$ cat src/rtl/beta_dmem_arbiter.sv
// Round-robin arbiter sharing one data-memory port between a read and a write requester.
// One transaction outstanding at a time; a cycle counter aborts stalled handshakes.
module beta_dmem_arbiter #(
  parameter int unsigned DataWidth     = 32,
  parameter int unsigned AddressWidth  = 32,
  parameter int unsigned TimeoutCycles = 255
) (
  input  logic                    clk_i,
  input  logic                    rstn_i,
  input  logic                    rd_req_i,
  input  logic [AddressWidth-1:0] rd_addr_i,
  input  logic [DataWidth/8-1:0]  rd_strb_i,
  output logic                    rd_ready_o,
  output logic                    rd_valid_o,
  output logic [DataWidth-1:0]    rd_data_o,
  output logic                    rd_err_o,
  input  logic                    wr_req_i,
  input  logic [AddressWidth-1:0] wr_addr_i,
  input  logic [DataWidth-1:0]    wr_data_i,
  input  logic [DataWidth/8-1:0]  wr_strb_i,
  output logic                    wr_ready_o,
  output logic                    wr_valid_o,
  output logic                    wr_err_o,
  output logic                    mem_req_o,
  output logic                    mem_we_o,
  output logic [AddressWidth-1:0] mem_addr_o,
  output logic [DataWidth-1:0]    mem_wdata_o,
  output logic [DataWidth/8-1:0]  mem_strb_o,
  input  logic                    mem_gnt_i,
  input  logic                    mem_rvalid_i,
  input  logic [DataWidth-1:0]    mem_rdata_i
);

  localparam logic [7:0] CntLimit = 8'(TimeoutCycles - 1);

  typedef enum logic [1:0] {StIdle, StReq, StResp} state_e;

  state_e                  state_q, state_d;
  logic [7:0]              cnt_q, cnt_d;
  logic                    last_wr_q, last_wr_d;
  logic                    owner_wr_q, owner_wr_d;
  logic                    abort_rdy_q, abort_rdy_d;
  logic                    req_q, req_d;
  logic                    we_q, we_d;
  logic [AddressWidth-1:0] addr_q, addr_d;
  logic [DataWidth-1:0]    wdata_q, wdata_d;
  logic [DataWidth/8-1:0]  strb_q, strb_d;
  logic                    rd_valid_q, rd_valid_d;
  logic                    wr_valid_q, wr_valid_d;
  logic                    rd_err_q, rd_err_d;
  logic                    wr_err_q, wr_err_d;
  logic [DataWidth-1:0]    rd_data_q, rd_data_d;
  logic                    pick_wr, at_limit, finish, abort;

  always_comb begin
    state_d     = state_q;
    cnt_d       = cnt_q;
    last_wr_d   = last_wr_q;
    owner_wr_d  = owner_wr_q;
    abort_rdy_d = 1'b0;
    req_d       = req_q;
    we_d        = we_q;
    addr_d      = addr_q;
    wdata_d     = wdata_q;
    strb_d      = strb_q;
    rd_valid_d  = 1'b0;
    wr_valid_d  = 1'b0;
    rd_err_d    = 1'b0;
    wr_err_d    = 1'b0;
    rd_data_d   = rd_data_q;
    finish      = 1'b0;
    abort       = 1'b0;
    // On a tie the requester not granted last wins.
    pick_wr     = wr_req_i & (~rd_req_i | ~last_wr_q);
    // A grant on the final REQ cycle enters RESP already past the limit, so compare with >=.
    at_limit    = (cnt_q >= CntLimit);

    unique case (state_q)
      StIdle: begin
        if (rd_req_i | wr_req_i) begin
          last_wr_d  = pick_wr;
          owner_wr_d = pick_wr;
          req_d      = 1'b1;
          we_d       = pick_wr;
          addr_d     = pick_wr ? wr_addr_i : rd_addr_i;
          strb_d     = pick_wr ? wr_strb_i : rd_strb_i;
          wdata_d    = pick_wr ? wr_data_i : '0;
          cnt_d      = 8'd0;
          state_d    = StReq;
        end
      end
      StReq: begin
        cnt_d = cnt_q + 8'd1;
        if (mem_gnt_i) begin
          req_d   = 1'b0;
          state_d = StResp;
        end else if (at_limit) begin
          abort       = 1'b1;
          abort_rdy_d = 1'b1;
        end
      end
      StResp: begin
        cnt_d = cnt_q + 8'd1;
        if (mem_rvalid_i) begin
          finish = 1'b1;
        end else if (at_limit) begin
          abort = 1'b1;
        end
      end
      default: state_d = StIdle;
    endcase

    if (finish | abort) begin
      req_d      = 1'b0;
      state_d    = StIdle;
      rd_valid_d = ~owner_wr_q;
      wr_valid_d = owner_wr_q;
      rd_err_d   = abort & ~owner_wr_q;
      wr_err_d   = abort & owner_wr_q;
      if (!owner_wr_q) begin
        rd_data_d = abort ? '0 : mem_rdata_i;
      end
    end
  end

  always_ff @(posedge clk_i or negedge rstn_i) begin
    if (!rstn_i) begin
      state_q     <= StIdle;
      cnt_q       <= 8'd0;
      last_wr_q   <= 1'b1;
      owner_wr_q  <= 1'b0;
      abort_rdy_q <= 1'b0;
      req_q       <= 1'b0;
      we_q        <= 1'b0;
      addr_q      <= '0;
      wdata_q     <= '0;
      strb_q      <= '0;
      rd_valid_q  <= 1'b0;
      wr_valid_q  <= 1'b0;
      rd_err_q    <= 1'b0;
      wr_err_q    <= 1'b0;
      rd_data_q   <= '0;
    end else begin
      state_q     <= state_d;
      cnt_q       <= cnt_d;
      last_wr_q   <= last_wr_d;
      owner_wr_q  <= owner_wr_d;
      abort_rdy_q <= abort_rdy_d;
      req_q       <= req_d;
      we_q        <= we_d;
      addr_q      <= addr_d;
      wdata_q     <= wdata_d;
      strb_q      <= strb_d;
      rd_valid_q  <= rd_valid_d;
      wr_valid_q  <= wr_valid_d;
      rd_err_q    <= rd_err_d;
      wr_err_q    <= wr_err_d;
      rd_data_q   <= rd_data_d;
    end
  end

  // Ready follows the grant live in REQ; a REQ timeout releases the requester with the err pulse.
  assign rd_ready_o  = ~owner_wr_q & (((state_q == StReq) & mem_gnt_i) | abort_rdy_q);
  assign wr_ready_o  = owner_wr_q & (((state_q == StReq) & mem_gnt_i) | abort_rdy_q);
  assign rd_valid_o  = rd_valid_q;
  assign wr_valid_o  = wr_valid_q;
  assign rd_err_o    = rd_err_q;
  assign wr_err_o    = wr_err_q;
  assign rd_data_o   = rd_data_q;
  assign mem_req_o   = req_q;
  assign mem_we_o    = we_q;
  assign mem_addr_o  = addr_q;
  assign mem_wdata_o = wdata_q;
  assign mem_strb_o  = strb_q;

endmodule
$ cat config.mk
export PLATFORM = sky130hd
export DESIGN_NAME = beta_dmem_arbiter
export DESIGN_NICKNAME = d
export VERILOG_FILES = /design/src/rtl/beta_dmem_arbiter.sv
export SDC_FILE = /design/constraint.sdc
export NUM_CORES = 1
export LEC_CHECK = 0
export CAP_MARGIN = 20
export CELL_PAD_IN_SITES_DETAIL_PLACEMENT = 0
export CELL_PAD_IN_SITES_GLOBAL_PLACEMENT = 1
export CORE_ASPECT_RATIO = 1.25
export CORE_UTILIZATION = 50
export CTS_CLUSTER_DIAMETER = 60
export DETAILED_ROUTE_END_ITERATION = 10
export DONT_BUFFER_PORTS = 1
export MAX_ROUTING_LAYER = met4
export PLACE_DENSITY_LB_ADDON = 0.25
export SKIP_LAST_GASP = 1
export SYNTH_ARGS = -nofsm -noshare
export SYNTH_HDL_FRONTEND = slang
export SYNTH_SLANG_ARGS = --single-unit
$ cat constraint.sdc
create_clock -name clk_i -period 5.2 [get_ports clk_i]
set_input_delay 1.04 -clock clk_i [delete_from_list [all_inputs] [get_ports clk_i]]
set_output_delay 1.04 -clock clk_i [all_outputs]
set_load 0.05 [all_outputs]
==> results of run 1 <==
worst max-delay path, cell delays in order, from the launching register on:
cell and delay (ps):
dfrtp_1 760, inv_1 200, nor2_1 730
final timing paths:
| kind | start | end | slack, ps | depth (start not counted) |
|---|---|---|---|---|
| setup / recovery | mem_we_o | wr_ready_o | 2060 | 2 |
| hold / removal | rstn_i | rd_data_o[6] | 330 | 0 |
| setup reg to reg | state_q[1] | rd_data_o[4] | 3050 | 7 |
| hold reg to reg | last_wr_q | last_wr_q | 530 | 1 |
| max in group asynchronous | rstn_i | last_wr_q | 4650 | 0 |
| min in group clk_i | last_wr_q | last_wr_q | 530 | 1 |
stage by stage:
step | utilization [%] | cells | hold slack (ps) | setup WS, ps
6_report | 59.3 | 525 | 326 | 2060
5_1_grt | 59.3 | 525 | 308 | 2000
4_1_cts | 59.3 | 525 | 310 | 2050
3_5_place_dp | 53.0 | 493 | 514 | 2330
3_3_place_gp | 53.0 | 493 | 514 | 2330
2_1_floorplan | - | 390 | 492 | 2410
logic make-up after synthesis:
kind of cell | count (synthesis) | synth area share (%)
AOI/OAI and AO/OA | 119 | 18.5
xor gates and xnor gates | 4 | 0.733
adders and majority gates | 5 | 1.31
buffers and inverters | 33 | 2.83
DFF | 118 | 61.8
muxes | 37 | 7.75
and+or+nand+nor | 74 | 7.04
cell usage in the layout (no fill, tap or decap), drive strengths merged, types with 4 or more instances in the layout:
master  synthesis  final
dfrtp         117    117
a22o           65     65
o21ai          42     42
nand2          41     41
mux2i          37     37
clkbuf         16     17
nor2           11     11
inv             8     10
clkinv          0      8
and2            5      5
ha              5      5
buf             9      5
a21oi           4      4
flip-flops by register name, indices dropped and copies added (netlist names):
register and flops:
rd_err_o 1, mem_addr_o 32, mem_wdata_o 32, rd_data_o 32, mem_req_o 1, rd_valid_o 1, state_q 2, last_wr_q 1
cnt_q 8, abort_rdy_q 1, mem_strb_o 4, wr_valid_o 1, wr_err_o 1, mem_we_o 1
where the power goes:
| part | internal, mW | total [mW] | leakage, nW | switching (mW) |
|---|---|---|---|---|
| Clock | 0.705 | 1.12 | 0.279 | 0.415 |
| Combinational | 0.368 | 0.804 | 0.770 | 0.436 |
| Sequential | 1.30 | 2.95 | 1.50 | 1.65 |
| Total | 2.37 | 4.87 | 2.55 | 2.50 |
final cells by class:
cell class                 count  area share, %
tap                          123           2.81
sequential                   118           54.0
inverter                       8          0.549
multi-input combinational    239           31.4
timing repair buffer           5          0.686
clock buffer                  17           7.77
clock inverter                15           2.83
per-layer routing:
| metal | track usage (%) | routed length (um) | vias to the layer above |
|---|---|---|---|
| li1 | - | - | 1423 |
| met2 | 36.1 | 5530 | 156 |
| met3 | 5.58 | 821 | 15 |
| met5 | - | 0 | - |
| met4 | 9.95 | 193 | 0 |
| met1 | 27.1 | 4100 | 1513 |
==> out/metrics.csv, run 1 <==
stage;metric;value;unit
placement;place_congestion;0.809;
flow_run;maxCapViolations;0;
route;routed-via-count;3107;
yosys;async_reset_ff_share;100;%
sta;finalCriticalPeriod;3140;ps
yosys;synth_top_cell_area_share;61.3;%
sta;clock_skew;5.89;ps
yosys;yosysWarnings;0;
route;dr.pass1.iters;4;
clock_tree;root_buffer;clkbuf_16;
outcome;outcome;finished, final reports clean;
sta;fmax;0.318;GHz
global_routing;antenna_found_initial;0;
clock_tree;cts.sinks;118;
yosys;yosysMostFrequentCell;dfrtp_1;
yosys;seq_area_frac_synth;61.8;%
yosys;synth_common_cells;117 x dfrtp_1, 65 x a22o_1, 41 x nand2_1;
floorplan;rows;39;
hold_path;hp-class;in2async;
clock_tree;path_clk_slew;60;ps
cells_and_area;multiInputGateArea;1720;um2
critical_path;crit_arrival;2100;ps
yosys;synthesis.nets;537;
route;drtIter0Drc;166;
global_routing;grt_pass1_wl;16000;um
clock_tree;htree_levels;4;
clock_tree;cts_resized;0;
power;leakagePower;2.55;nW
sta;rsz0062_at_grt;no;
yosys;synth_cells;390;
sta;tns;0;ps
yosys;synth_area;4780;um2
clock_tree;cts_buffers;17;
yosys;synth_top_cell_by_area;dfrtp_1;
cells_and_area;fill_cells;765;
sta;setup_violations;0;
route;wl_per_cell;20.3;um
sta;tightest_slew;1000;ps
global_routing;grt_max_degree;119;
route;drt-vias-per-instance;5.92;
route;wl;10700;um
cells_and_area;antenna_cells;0;
floorplan;die_w;89.4;um
critical_path;setup.worst_path.start_class;flop;
yosys;synth_ff_type;dfrtp_1;
clock_tree;clk_path_buf_depth;2;
global_routing;grt_pass1_vias;3002;
sta;period_share;60.4;%
critical_path;cp_max_fo;7;
critical_path;path_class;reg2out;
power;p_total;4.87;mW
cells_and_area;drive_above_1_share;11.2;%
yosys;synth_enable_flop_cells;0;
floorplan;die_h;111;um
power;p_per_area;890;nW/um2
global_routing;grt_overflow;0;
placement;place_area;4890;um2
cells_and_area;seqCellArea;2950;um2
clock_tree;clock_latency;400;ps
clock_tree;cts_tree;built;
power;ir_worst_vdd;0.401;mV
yosys;avgSynthCellArea;12.3;um2
sta;finalHoldViolations;0;
critical_path;end_kind;primary output;
yosys;synth.distinct_cells;34;
clock_tree;postCtsSetupBuffers;0;
floorplan;initial_core_util;51.8;%
cells_and_area;final_area;5470;um2
placement;io_buffers;0;
route;drc;0;
yosys;yosys-top-cells-area;dfrtp_1 61%, a22o_1 12%, mux2i_1 7.8%;
floorplan;core;9220;um2
route;ant_nets;0;
global_routing;grt_use_total;22.7;%
yosys;synth_seq_cells;118;
floorplan;fp.dieArea;9950;um2
placement;dp_hpwl;7560;um
sta;relSlewSlack;32.8;%
sta;slew_viol_final;0;
floorplan;io_pins;250;
cells_and_area;layout.nets;536;
clock_tree;cts_hold_buf;0;
cells_and_area;area_growth_syn_to_layout;14.5;%
critical_path;worst_ep_required_time;4160;ps
Note: power is estimated with default switching activity, not from simulation.
==> inputs of run 2 (changes only) <==
- CORE_UTILIZATION: 50 -> 42
- clock period: 5.2 -> 2.8 ns (I/O delays scaled with it)
==> run 2 against run 1 <==
The flow now finishes with violations (hold timing). Core utilization is 9.1 points lower. Via count is 0.45% lower. Hold slack worse by 480 ps. Worst setup slack got worse by 1400 ps. Final area up 1.7%. Clock skew barely moved. Critical endpoint is now rd_data_o[26]. Largest cell class unchanged. Highest routed layer unchanged.
==> out/metrics.csv, run 2 (same netlist as run 1, synthesis figures left out) <==
stage;metric;value;unit;change
outcome;outcome;complete, but fails checks;;was finished, final reports clean
outcome;violations;hold timing;;
route;wl;11700;um;was 10700 um
power;p_sw_share;50.2;%;was 51.3%
clock_tree;clock_latency;410;ps;was 400 ps
cells_and_area;area_growth_syn_to_layout;16.4;%;was 14.5%
placement;dp_hpwl;8170;um;was 7560 um
global_routing;grt_pass1_wl;17600;um;was 16000 um
critical_path;rrSetupSlack;660;ps;was 3050 ps
placement;place_congestion;0.734;;was 0.809
power;seqPwrFrac;58.8;%;was 60.5%
floorplan;die_h;121;um;was 111 um
clock_tree;cts_buffers;17;;unchanged
route;drtIter0Drc;149;;was 166
sta;hold_slack;-154;ps;was 326 ps
critical_path;crit_slowest_cell;a2111oi_4;;was dfrtp_1
sta;tns;0;ps;unchanged
power;ir_worst_vdd;0.670;mV;was 0.401 mV
clock_tree;clk_path_buf_depth;2;;unchanged
clock_tree;root_buffer;clkbuf_16;;unchanged
clock_tree;cts.sinks;118;;unchanged
route;dr.pass1.iters;4;;unchanged
power;switching_power;4.65;mW;was 2.50 mW
power;p_per_area;1660;nW/um2;was 890 nW/um2
placement;io_buffers;0;;unchanged
power;power_frac_clock;23.8;%;was 23.0%
cells_and_area;final_cell_mix;117 x dfrtp_1, 65 x a22o_1, 41 x nand2_1;;unchanged
floorplan;io_pins;250;;unchanged
global_routing;grt_use_total;20.5;%;was 22.7%
critical_path;worst-path-stages;7;;was 2
clock_tree;cts_tree;built;;unchanged
critical_path;path_cells;inv_1 > ha_1 > nand2b_1 > a2111oi_4 > o21ai_2 > buf_4 > a22o_1;;was inv_1 > nor2_1
cells_and_area;drive_above_1_share;11.4;%;was 11.2%
critical_path;cp_slowest_stage_delay;500;ps;was 760 ps
global_routing;grt_pass1_vias;3161;;was 3002
cells_and_area;layout.nets;540;;was 536
critical_path;end_kind;flop;;was primary output
sta;finalHoldViolations;117;;was 0
sta;clock_skew;5.73;ps;was 5.89 ps
critical_path;path_delay_family;compound AO/OA/AOI/OAI gates;;was flip-flops
floorplan;fp.dieArea;11800;um2;was 9950 um2
flow_run;maxCapViolations;0;;unchanged
clock_tree;path_clk_slew;50;ps;was 60 ps
global_routing;grt_overflow;0;;unchanged
critical_path;worst_ep_required_time;3090;ps;was 4160 ps
hold_path;hp-class;in2async;;unchanged
power;p_int;4.61;mW;was 2.37 mW
route;ant_nets;0;;unchanged
critical_path;setup.worst_path.start_class;flop;;unchanged
sta;setup_violations;0;;unchanged
power;leakagePower;2.59;nW;was 2.55 nW
critical_path;crit_arrival;2430;ps;was 2100 ps
route;drc;0;;unchanged
critical_path;worstRegToRegCells;7;;unchanged
clock_tree;postCtsSetupBuffers;0;;unchanged
global_routing;antenna_found_initial;1;;was 0
global_routing;grt_max_degree;119;;unchanged
clock_tree;cts_resized;0;;unchanged
route;drt-vias-per-instance;5.72;;was 5.92
route;wl_per_cell;21.6;um;was 20.3 um
sta;relSlewSlack;44.7;%;was 32.8%
floorplan;initial_core_util;43.1;%;was 51.8%
route;routed-via-count;3093;;was 3107
sta;slew_viol_final;0;;unchanged
sta;period_share;76.5;%;
floorplan;die_w;97.4;um;was 89.4 um
sta;rsz0062_at_grt;no;;unchanged
cells_and_area;layout_commonest_cell;dfrtp_1;;unchanged
clock_tree;htree_levels;4;;unchanged
power;p_comb_share;17.4;%;was 16.5%
floorplan;core;11100;um2;was 9220 um2
critical_path;path_class;reg2reg;;was reg2out
sta;fmax;0.467;GHz;
floorplan;rows;43;;was 39
critical_path;cp_max_fo;33;;was 7
critical_path;cp_num_buf_inv;2;;was 1
sta;finalCriticalPeriod;2140;ps;
sta;tightest_slew;827;ps;was 1000 ps
run 2: changes by cell type in the layout (fill, tap and decap cells not counted):
cell | before | now
buf_12 | 0 | 2
buf_4 | 5 | 7
bufinv_16 | 2 | 3
clkbuf_1 | 0 | 2
clkbuf_8 | 0 | 3
clkinv_4 | 4 | 0
clkinvlp_4 | 3 | 2
diode_2 | 0 | 1
inv_6 | 2 | 0
run 2: layer usage:
layer / track usage [%] / vias up / wire length, um
met3: 7.09 / 19 / 991
met2: 32.5 / 155 / 5960
met5: - / - / 0
met1: 23.5 / 1505 / 4490
li1: - / 1414 / -
met4: 9.38 / 0 / 222
run 2: worst paths after layout:
check | end | from
worst max-delay path | rd_data_o[26] | state_q[1]
min in group clk_i | rd_data_o[11] | mem_rdata_i[11]
worst min-delay path | mem_addr_o[30] | rstn_i
worst min register to register | last_wr_q | last_wr_q
max in group asynchronous | last_wr_q | rstn_i
worst max register to register | rd_data_o[26] | state_q[1]
run 2: final cells by class:
| class | count | area (um2) |
|---|---|---|
| Fill cell | 1013 | 5520 |
| Sequential cell | 118 | 2950 |
| Multi-Input combinational cell | 239 | 1720 |
| Clock buffer | 22 | 474 |
| Tap cell | 135 | 169 |
| Clock inverter | 9 | 125 |
| Timing Repair Buffer | 9 | 92.6 |
| Inverter | 8 | 30.0 |
| Antenna cell | 1 | 2.50 |
run 2: power groups by stage:
stage | Sequential [mW] | Clock (mW) | Combinational (mW)
after floorplan | 5.29 | 0 | 1.27
after global placement | 5.48 | 0 | 1.57
after detailed placement | 5.48 | 0 | 1.65
after CTS | 5.45 | 2.24 | 1.64
after global routing | 5.53 | 2.31 | 1.84
final | 5.44 | 2.20 | 1.61
run 2: per-stage QoR:
stage               util (%)  area (um2)  setup slack [ps]  std cells  power [mW]
floorplan                  -        4780               733        390        6.57
global route            50.2        5560               510        541        9.68
detailed placement      44.8        4960               702        509        7.13
CTS                     50.2        5560               638        540        9.33
global placement        44.8        4960               784        509        7.05
finish                  50.2        5560               657        541        9.26
==> inputs of run 3 (changes only) <==
- clock period: 2.8 -> 1.7 ns (I/O delays scaled with it)
==> run 3 against run 2 <==
The run ends with hold timing, setup timing left. Sequential power increased by 63%. Core utilization increased by 7.7 points. Clock power increased by 76%. Combinational power increased to 2.7 times the previous value. Flip-flop and latch count unchanged. Fmax increased by 8.9%. Via count increased by 10%. Critical path depth unchanged. Register-to-register slack got worse by 930 ps. Critical endpoint is now state_q[0].
==> out/metrics.csv, run 3 (same netlist as run 1, synthesis figures left out) <==
stage;metric;value;unit;change
hold_path;hp-class;in2async;;unchanged
cells_and_area;layout_commonest_cell;dfrtp_1;;unchanged
cells_and_area;antenna_cells;0;;was 1
cells_and_area;post-route-util;57.9;%;was 50.2%
floorplan;die_w;97.4;um;unchanged
sta;slew_viol_final;0;;unchanged
route;drc;0;;unchanged
global_routing;grt_overflow;0;;unchanged
clock_tree;path_clk_slew;50;ps;about the same
floorplan;core;11100;um2;unchanged
clock_tree;cts.sinks;118;;unchanged
sta;fmax;0.508;GHz;was 0.467 GHz
outcome;outcome;complete, but fails checks;;unchanged
placement;place_congestion;0.779;;was 0.734
sta;tightest_slew;536;ps;was 827 ps
global_routing;grt_max_degree;119;;unchanged
sta;relSlewSlack;64.3;%;was 44.7%
power;p_per_area;2670;nW/um2;was 1660 nW/um2
power;p_total;17.1;mW;was 9.26 mW
sta;setup_violations;43;;was 0
global_routing;antenna_found_initial;0;;was 1
sta;rsz0062_at_grt;yes;;was no
cells_and_area;layout.nets;590;;was 540
route;wl;13100;um;was 11700 um
floorplan;fp.dieArea;11800;um2;unchanged
placement;place_area;5240;um2;was 4960 um2
critical_path;crit_arrival;2240;ps;was 2430 ps
cells_and_area;final_cell_mix;117 x dfrtp_1, 65 x a22o_1, 40 x nand2_1;;was 117 x dfrtp_1, 65 x a22o_1, 41 x nand2_1
critical_path;worst_ep_required_time;1980;ps;was 3090 ps
sta;finalCriticalPeriod;1970;ps;was 2140 ps
placement;dp_hpwl;7860;um;was 8170 um
global_routing;grt_use_total;19.7;%;was 20.5%
sta;setup_ws;-268;ps;was 657 ps
clock_tree;cts_buffers;17;;unchanged
global_routing;grt_pass1_vias;3220;;was 3161
power;ir_worst_vdd;1.32;mV;was 0.670 mV
global_routing;grt_pass1_wl;17100;um;was 17600 um
clock_tree;clock_latency;410;ps;about the same
cells_and_area;drive_above_1_share;27.7;%;was 11.4%
power;leakagePower;2.96;nW;was 2.59 nW
sta;hold_slack;-369;ps;was -154 ps
floorplan;die_h;121;um;unchanged
clock_tree;root_buffer;clkbuf_16;;unchanged
route;ant_nets;0;;unchanged
cells_and_area;final_area;6410;um2;was 5560 um2
critical_path;end_kind;flop;;unchanged
critical_path;setup.worst_path.start_class;flop;;unchanged
critical_path;path_class;reg2reg;;unchanged
sta;period_share;116;%;was 76.5%
clock_tree;clk_path_buf_depth;2;;unchanged
flow_run;maxCapViolations;0;;unchanged
floorplan;rows;43;;unchanged
cells_and_area;area_growth_syn_to_layout;34.2;%;was 16.4%
critical_path;cp_max_fo;4;;was 33
floorplan;io_pins;250;;unchanged
route;drtIter0Drc;110;;was 149
outcome;violations;hold timing, setup timing;;was hold timing
route;dr.pass1.iters;4;;unchanged
placement;io_buffers;0;;unchanged
route;wl_per_cell;22.1;um;was 21.6 um
route;routed-via-count;3409;;was 3093
clock_tree;htree_levels;4;;unchanged
clock_tree;cts_tree;built;;unchanged
route;drt-vias-per-instance;5.78;;was 5.72
floorplan;initial_core_util;43.1;%;unchanged
sta;clock_skew;10.7;ps;was 5.73 ps
sta;finalHoldViolations;118;;was 117
placement;place_ws;-181;ps;was 702 ps
[run 3: final timing paths]
path                                      start            end  slack, ps  depth (start not counted)
worst max-delay path                 state_q[0]     state_q[0]       -270                          7
worst min-delay path                     rstn_i  mem_addr_o[0]       -370                          0
worst max register to register       state_q[0]     state_q[0]       -270                          7
worst min register to register        last_wr_q      last_wr_q        530                          1
max in group asynchronous                rstn_i       cnt_q[6]       1850                          0
min in group clk_i              mem_rdata_i[23]  rd_data_o[23]         60                          1
[run 3: cell type report]
class / instances / area, um2
flip-flops and latches: 118 / 2950
clock buffers: 19 / 443
clock inverters: 12 / 201
well taps: 135 / 169
multi-input cells: 242 / 1940
fillers: 882 / 4670
inverters: 8 / 35.0
repair buffers: 56 / 674
[run 3: through the flow]
step	TNS, ps	instances
after floorplan	-3410	390
after detailed placement	-5680	534
final	-6160	590
after global placement	-4240	534
after CTS	-6420	571
after global routing	-9520	590
[run 3: critical path, stage by stage, from the launching register on]
cell,delay [ps]
dfrtp_1,400
buf_6,130
inv_6,60
ha_4,170
or3b_4,400
and3b_2,250
o31ai_4,310
o31ai_2,120
[run 3: timing repair]
item	CTS	global route
hold endpoints to repair	118	118
resized for setup	17	36
endpoints found under the setup margin	40	112
cloned	0	14
setup buffers	6	6
pin swaps	11	6
[run 3: where the power goes]
group	switching, mW	internal, mW	total (mW)
Combinational	2.08	2.27	4.34
Sequential	4.93	3.97	8.89
Clock	1.25	2.63	3.88
[run 3: layer usage]
layer	routed length, um	GRT usage, %	vias up	part of all wire, %
li1	-	-	1526	-
met1	4850	22.8	1692	37
met2	7110	31.7	180	54
met3	952	6.62	11	7.3
met4	142	7.81	0	1.1
met5	0	-	-	0
